<file path="config.mk">
export PLATFORM = sky130hd
export DESIGN_NAME = ghost_mode_ctrl
export DESIGN_NICKNAME = d
export VERILOG_FILES = /design/src/rtl/ghost_mode_ctrl.sv
export SDC_FILE = /design/constraint.sdc
export NUM_CORES = 1
export LEC_CHECK = 0
export BUFFER_PORTS_ARGS = -buffer_cell sky130_fd_sc_hd__buf_2
export CORE_MARGIN = 3
export CORE_UTILIZATION = 60
export CTS_BUF_LIST = sky130_fd_sc_hd__clkbuf_16
export CTS_CLUSTER_SIZE = 12
export DETAILED_ROUTE_END_ITERATION = 10
export PLACE_DENSITY = 0.85
export REMOVE_ABC_BUFFERS = 1
export SKIP_CTS_REPAIR_TIMING = 1
export SLEW_MARGIN = 15
export SYNTH_ARGS = -nofsm -noshare
export SYNTH_HDL_FRONTEND = slang
export SYNTH_SLANG_ARGS = --single-unit
</file>
<file path="constraint.sdc">
create_clock -name clk -period 6.2 [get_ports clk]
set_input_delay 0.62 -clock clk [delete_from_list [all_inputs] [get_ports clk]]
set_output_delay 0.62 -clock clk [all_outputs]
set_load 0.03 [all_outputs]
</file>
<file path="src/rtl/ghost_mode_ctrl.sv">
// ghost_mode_ctrl
//   Per-ghost behaviour-mode sequencer feeding the movement/steering block.
//   Owns all mode timing: FRIGHTEN after a power pellet, DEAD after being
//   eaten, respawn back to the chase/scatter phase. Also detects ghost/player
//   overlap and reports a caught player or an eaten ghost.
//
//   Optional feature macro: GHOST_SCATTER_EN
//     defined   -> SCATTER/CHASE phase alternation, reset mode SCATTER
//     undefined -> no phase counter, mode never SCATTER, reset mode CHASE
//
//   Pixel coordinate widths come from `WIDTH / `HEIGHT (defaulted below).
//
// Ports
//   clk            system clock
//   rst            synchronous active-high reset
//   tick           one-cycle frame-tick strobe
//   pellet_eaten   one-cycle strobe, power pellet consumed
//   ghost_x/_y     ghost pixel position
//   player_x/_y    player pixel position
//   mode           00 CHASE, 01 FRIGHTEN, 10 DEAD, 11 SCATTER (registered)
//   timer          remaining ticks in FRIGHTEN/DEAD, 0 otherwise
//   frighten_warn  FRIGHTEN with timer at or below WARN_TICKS
//   player_caught  one-cycle pulse, rising overlap in CHASE/SCATTER
//   ghost_eaten    one-cycle pulse, overlap while FRIGHTEN
//   respawn        one-cycle pulse, DEAD period ended
//
// State     | meaning
// ----------+----------------------------------------------------------
// CHASE     | normal pursuit; pellet -> FRIGHTEN, overlap edge -> caught
// FRIGHTEN  | ghost edible; timer counts down on ticks, pellet reloads
// DEAD      | eyes returning home; timer counts down, then respawn
// SCATTER   | same rules as CHASE, only with GHOST_SCATTER_EN

`ifndef WIDTH
`define WIDTH 320
`endif
`ifndef HEIGHT
`define HEIGHT 240
`endif

module ghost_mode_ctrl #(
    parameter int FRIGHTEN_TICKS = 360,
    parameter int WARN_TICKS     = 120,
    parameter int DEAD_TICKS     = 180,
    parameter int HIT_DIST       = 8,
    parameter int SCATTER_TICKS  = 420,
    parameter int CHASE_TICKS    = 1200
) (
    input  logic                         clk,
    input  logic                         rst,
    input  logic                         tick,
    input  logic                         pellet_eaten,
    input  logic [$clog2(`WIDTH)-1:0]    ghost_x,
    input  logic [$clog2(`HEIGHT)-1:0]   ghost_y,
    input  logic [$clog2(`WIDTH)-1:0]    player_x,
    input  logic [$clog2(`HEIGHT)-1:0]   player_y,
    output logic [1:0]                   mode,
    output logic [11:0]                  timer,
    output logic                         frighten_warn,
    output logic                         player_caught,
    output logic                         ghost_eaten,
    output logic                         respawn
);

    localparam int XW = $clog2(`WIDTH);
    localparam int YW = $clog2(`HEIGHT);

    localparam logic [11:0] FRIGHTEN_LD = 12'(FRIGHTEN_TICKS);
    localparam logic [11:0] DEAD_LD     = 12'(DEAD_TICKS);
    localparam logic [11:0] WARN_LD     = 12'(WARN_TICKS);
    // One extra bit so a HIT_DIST equal to 2**XW still compares correctly.
    localparam logic [XW:0] HIT_X       = HIT_DIST[XW:0];
    localparam logic [YW:0] HIT_Y       = HIT_DIST[YW:0];

    typedef enum logic [1:0] {
        CHASE    = 2'b00,
        FRIGHTEN = 2'b01,
        DEAD     = 2'b10,
        SCATTER  = 2'b11
    } mode_t;

`ifdef GHOST_SCATTER_EN
    localparam mode_t       RESET_MODE = SCATTER;
    localparam logic [11:0] SCATTER_LD = 12'(SCATTER_TICKS);
    localparam logic [11:0] CHASE_LD   = 12'(CHASE_TICKS);
`else
    localparam mode_t       RESET_MODE = CHASE;
    logic unused_phase_cfg;
    assign unused_phase_cfg = ^{12'(SCATTER_TICKS), 12'(CHASE_TICKS)};
`endif

    mode_t       mode_q, mode_nxt, home_mode;
    logic [11:0] timer_q, timer_nxt;
    logic        warn_q, warn_nxt;
    logic        caught_q, caught_nxt;
    logic        eaten_q, eaten_nxt;
    logic        respawn_q, respawn_nxt;
    logic        overlap, overlap_q;

`ifdef GHOST_SCATTER_EN
    logic [11:0] phase_cnt_q, phase_cnt_nxt;
    logic        phase_scatter_q, phase_scatter_nxt;
`endif

    // Magnitudes are formed by subtracting the smaller from the larger so a
    // far-apart pair can never wrap into a small difference.
    logic [XW-1:0] dx;
    logic [YW-1:0] dy;

    always_comb begin
        dx      = (ghost_x >= player_x) ? (ghost_x - player_x) : (player_x - ghost_x);
        dy      = (ghost_y >= player_y) ? (ghost_y - player_y) : (player_y - ghost_y);
        overlap = ({1'b0, dx} < HIT_X) && ({1'b0, dy} < HIT_Y);
    end

    always_ff @(posedge clk) begin
        if (rst) begin
            mode_q          <= RESET_MODE;
            timer_q         <= 12'd0;
            warn_q          <= 1'b0;
            caught_q        <= 1'b0;
            eaten_q         <= 1'b0;
            respawn_q       <= 1'b0;
            overlap_q       <= 1'b0;
`ifdef GHOST_SCATTER_EN
            phase_cnt_q     <= SCATTER_LD;
            phase_scatter_q <= 1'b1;
`endif
        end else begin
            mode_q          <= mode_nxt;
            timer_q         <= timer_nxt;
            warn_q          <= warn_nxt;
            caught_q        <= caught_nxt;
            eaten_q         <= eaten_nxt;
            respawn_q       <= respawn_nxt;
            overlap_q       <= overlap;
`ifdef GHOST_SCATTER_EN
            phase_cnt_q     <= phase_cnt_nxt;
            phase_scatter_q <= phase_scatter_nxt;
`endif
        end
    end

    always_comb begin
        mode_nxt    = mode_q;
        timer_nxt   = timer_q;
        caught_nxt  = 1'b0;
        eaten_nxt   = 1'b0;
        respawn_nxt = 1'b0;

`ifdef GHOST_SCATTER_EN
        // Phase counter only runs in CHASE/SCATTER; it is frozen during
        // FRIGHTEN/DEAD so the ghost resumes the phase it left.
        phase_cnt_nxt     = phase_cnt_q;
        phase_scatter_nxt = phase_scatter_q;
        if (tick && (mode_q == CHASE || mode_q == SCATTER)) begin
            if (phase_cnt_q <= 12'd1) begin
                phase_scatter_nxt = !phase_scatter_q;
                phase_cnt_nxt     = phase_scatter_q ? CHASE_LD : SCATTER_LD;
            end else begin
                phase_cnt_nxt = phase_cnt_q - 12'd1;
            end
        end
        home_mode = phase_scatter_nxt ? SCATTER : CHASE;
`else
        home_mode = CHASE;
`endif

        case (mode_q)
            CHASE, SCATTER: begin
                timer_nxt = 12'd0;
                if (pellet_eaten) begin
                    mode_nxt  = FRIGHTEN;
                    timer_nxt = FRIGHTEN_LD;
                end else begin
                    mode_nxt   = home_mode;
                    caught_nxt = overlap && !overlap_q;
                end
            end
            FRIGHTEN: begin
                if (overlap) begin
                    eaten_nxt = 1'b1;
                    mode_nxt  = DEAD;
                    timer_nxt = DEAD_LD;
                end else if (pellet_eaten) begin
                    timer_nxt = FRIGHTEN_LD;
                end else if (tick) begin
                    if (timer_q <= 12'd1) begin
                        mode_nxt  = home_mode;
                        timer_nxt = 12'd0;
                    end else begin
                        timer_nxt = timer_q - 12'd1;
                    end
                end
            end
            DEAD: begin
                if (tick) begin
                    if (timer_q <= 12'd1) begin
                        mode_nxt    = home_mode;
                        timer_nxt   = 12'd0;
                        respawn_nxt = 1'b1;
                    end else begin
                        timer_nxt = timer_q - 12'd1;
                    end
                end
            end
            default: begin
                mode_nxt  = home_mode;
                timer_nxt = 12'd0;
            end
        endcase

        warn_nxt = (mode_nxt == FRIGHTEN) && (timer_nxt <= WARN_LD);
    end

    assign mode          = mode_q;
    assign timer         = timer_q;
    assign frighten_warn = warn_q;
    assign player_caught = caught_q;
    assign ghost_eaten   = eaten_q;
    assign respawn       = respawn_q;

endmodule

</file>
==> impl_metrics.py <==
metrics = {
    "detailed_routing": {
        "drtIter0Drc": 279,
        "drtAntennaViolNets": 0,
        "wl_per_cell_um": 14.3,
        "drt-total-wl_um": 6370,
        "drc": 0,
        "vias": 2727,
        "drtPass1Iterations": 5,
        "via_per_inst": 6.11,
    },
    "timing": {
        "slew_headroom_pct": 68.2,
        "setup_viol": 0,
        "min_period_ns": 3.36,
        "grt_setup_unrepaired": "no",
        "worstMarginPinSlew_ns": 0.474,
        "timing.setup.tns_ns": 0,
        "hold_viol": 0,
        "drv_slew": 0,
        "fin_ws_ns": 2.84,
        "fmax_mhz": 298,
        "period_share_pct": 54.1,
        "fin_worst_skew_ns": 0.00283,
    },
    "worst_setup_path": {
        "worst-setup-path-type": "in2reg",
        "crit_start": "ghost_x[1]",
        "crit_fanout": 6,
        "cpPeakStageDelay_ns": 0.40,
        "critical_path.endpoint_type": "register",
        "reg2reg_slack_ns": 3.37,
        "worstRegToRegCells": 9,
        "crit_path_top_delay_cell": "nor4b_1",
        "arrival_ns": 3.49,
        "endpoint": "frighten_warn",
        "r2r-start": "timer[5]",
        "critPathRequiredTime_ns": 6.33,
        "startpoint_type": "primary input",
        "r2r_end": "frighten_warn",
        "crit_chain": "buf_2, inv_1, ha_1, nor2b_1, o21ai_0, nor4b_1, o22ai_1, nor4b_4, o22a_2, nand4_1, o31a_1, o311a_1",
    },
    "hold_path": {
        "holdPathStages": 1,
        "min_path_type": "reg2reg",
    },
    "cts": {
        "clk_latency_ns": 0.25,
        "cts_tree": "done",
        "clkTransAtPathRegs_ns": 0.05,
        "cts_root_buffer": "clkbuf_16",
        "cts.sinks": 19,
        "clockBufferDepth": 2,
        "cts_buffers": 3,
        "htreeDepth": 1,
    },
    "grt": {
        "grt_pass1_wl_um": 10500,
        "grt_overflow": 0,
        "grt_pass1_vias": 2415,
        "grt_use_total_pct": 24.1,
        "grt_max_degree": 18,
        "antenna_found_initial": 0,
    },
    "synthesis": {
        "ys_ff_latch": 19,
        "synth.most_common_cell": "inv_1",
        "postSynthAreaPerCell_um2": 7.46,
        "syn_inst": 351,
        "synth_async_sr_flop_share_pct": 0,
        "synth_xor_area_share_pct": 7.35,
        "yosys.area_share.simple_pct": 23.2,
        "netlist_area_um2": 2620,
        "ys_warn_count": 0,
        "synth.yosys.seq_area_share_pct": 14.5,
        "synth_top_flop_cell": "dfxtp_1",
        "synth_fa_ha_area_share_pct": 17.2,
        "yosys-top-cells-area": "ha_1, dfxtp_1, inv_1, a21oi_1, xnor2_1",
        "synth_top_family_by_area": "compound AO/OA/AOI/OAI gates",
        "synth.distinct_cells": 67,
        "synth_top_area_share_pct": 17.2,
        "muxShareOfSynthArea_pct": 0.382,
        "synth_common_cells": "inv_1, ha_1, a21oi_1, o21ai_0, dfxtp_1",
        "yosys.area.top_type": "ha_1",
        "synth-compound-area-share_pct": 26.9,
        "synth_edf_count": 0,
    },
    "cells_and_area": {
        "fin_util_pct": 71.8,
        "fill_cells": 361,
        "area_delta_synth_final_pct": 12.8,
        "num_antenna_cells": 0,
        "drive_gt1_share_pct": 19.7,
        "final_nets": 471,
    },
    "placed_design": {
        "dp_worst_setup_slack_ns": 2.67,
        "dp_hpwl_um": 5070,
        "routabilityCongestion": 0.933,
        "port-buffer-count": 55,
    },
    "floorplanning": {
        "placementRows": 23,
        "die_w_um": 72.1,
        "die-area_um2": 5200,
        "core_area_um2": 4120,
        "io_pins": 56,
        "start_util_pct": 63.7,
        "die_y_um": 72.1,
    },
    "pwr": {
        "power_density_nw_per_um2": 155,
        "ir_drop_uv": 141,
        "power_leakage_nw": 1.47,
        "p_total_uw": 458,
    },
    "outcome": {
        "status": "finished clean",
    },
    "run": {
        "cap_violations": 0,
    },
}
## report_power, final
part,total [mW],internal (mW),switching [mW]
clock,0.129,0.0857,0.0433
combinational,0.199,0.0814,0.117
sequential,0.130,0.125,0.00506
total,0.458,0.293,0.166
## area by class of cell
class | count | area [µm²] | area share, %
clock inverters | 1 | 3.75 | 0.127
well taps | 50 | 62.6 | 2.12
flip-flops and latches | 19 | 380 | 12.9
repair buffers | 55 | 275 | 9.32
inverters | 51 | 191 | 6.48
clock buffers | 3 | 75.1 | 2.54
multi-input cells | 267 | 1970 | 66.5
## registers in the layout, summed over array words and instances (netlist names)
register,cells
frighten_warn,1
mode,2
timer,12
overlap_q,1
respawn,1
ghost_eaten,1
player_caught,1
## placed cells by master (no fill, tap or decap), types with 9 or more instances in the layout
cell / Yosys / routed
xor2_1: 9 / 9
dfxtp_1: 19 / 19
nor3_1: 10 / 10
o21ai_0: 20 / 20
nand3_1: 11 / 11
a21oi_1: 28 / 28
inv_1: 50 / 51
xnor2_1: 13 / 13
ha_1: 36 / 36
nand2_1: 17 / 17
buf_2: 6 / 55
nor2_1: 18 / 18
## per-stage QoR
step,instances,hold slack [ns],instance area [µm²]
floorplan,337,0.374,2540
global placement,442,0.380,2880
detailed placement,442,0.396,2880
CTS,446,0.404,2950
global route,446,0.419,2950
finish,446,0.408,2950
## worst min path at each step
stage                          from       endpoint  slack [ns]
after floorplan           overlap_q  player_caught        0.37
after global placement    overlap_q  player_caught        0.38
after detailed placement  overlap_q  player_caught        0.40
after CTS                 overlap_q  player_caught        0.40
after global routing      overlap_q  player_caught        0.42
final                     overlap_q  player_caught        0.41
## layer usage
metal / GRT usage (%) / part of all wire (%)
met5: 0 / 0
met2: 41.9 / 48
met4: 2.09 / 0.61
met3: 4.16 / 7.0
met1: 32.3 / 45
## logic make-up (layout without fill, tap and decap cells)
logic type                 after synthesis  count (layout)
and+or+nand+nor                        105             105
AOI/OAI and AO/OA                      103             103
buffers and inverters                   65             110
adders and majority gates               36              36
xor gates and xnor gates                22              22
DFF                                     19              19
muxes                                    1               1
## critical path, delay by kind of cell
kind / cells / cell delay (ns)
buf+inv: 2 / 0.13
fa+ha+maj: 1 / 0.31
compound gates: 5 / 1.28
simple gates: 4 / 1.15
No activity file was read; power rests on OpenSTA's default activity.
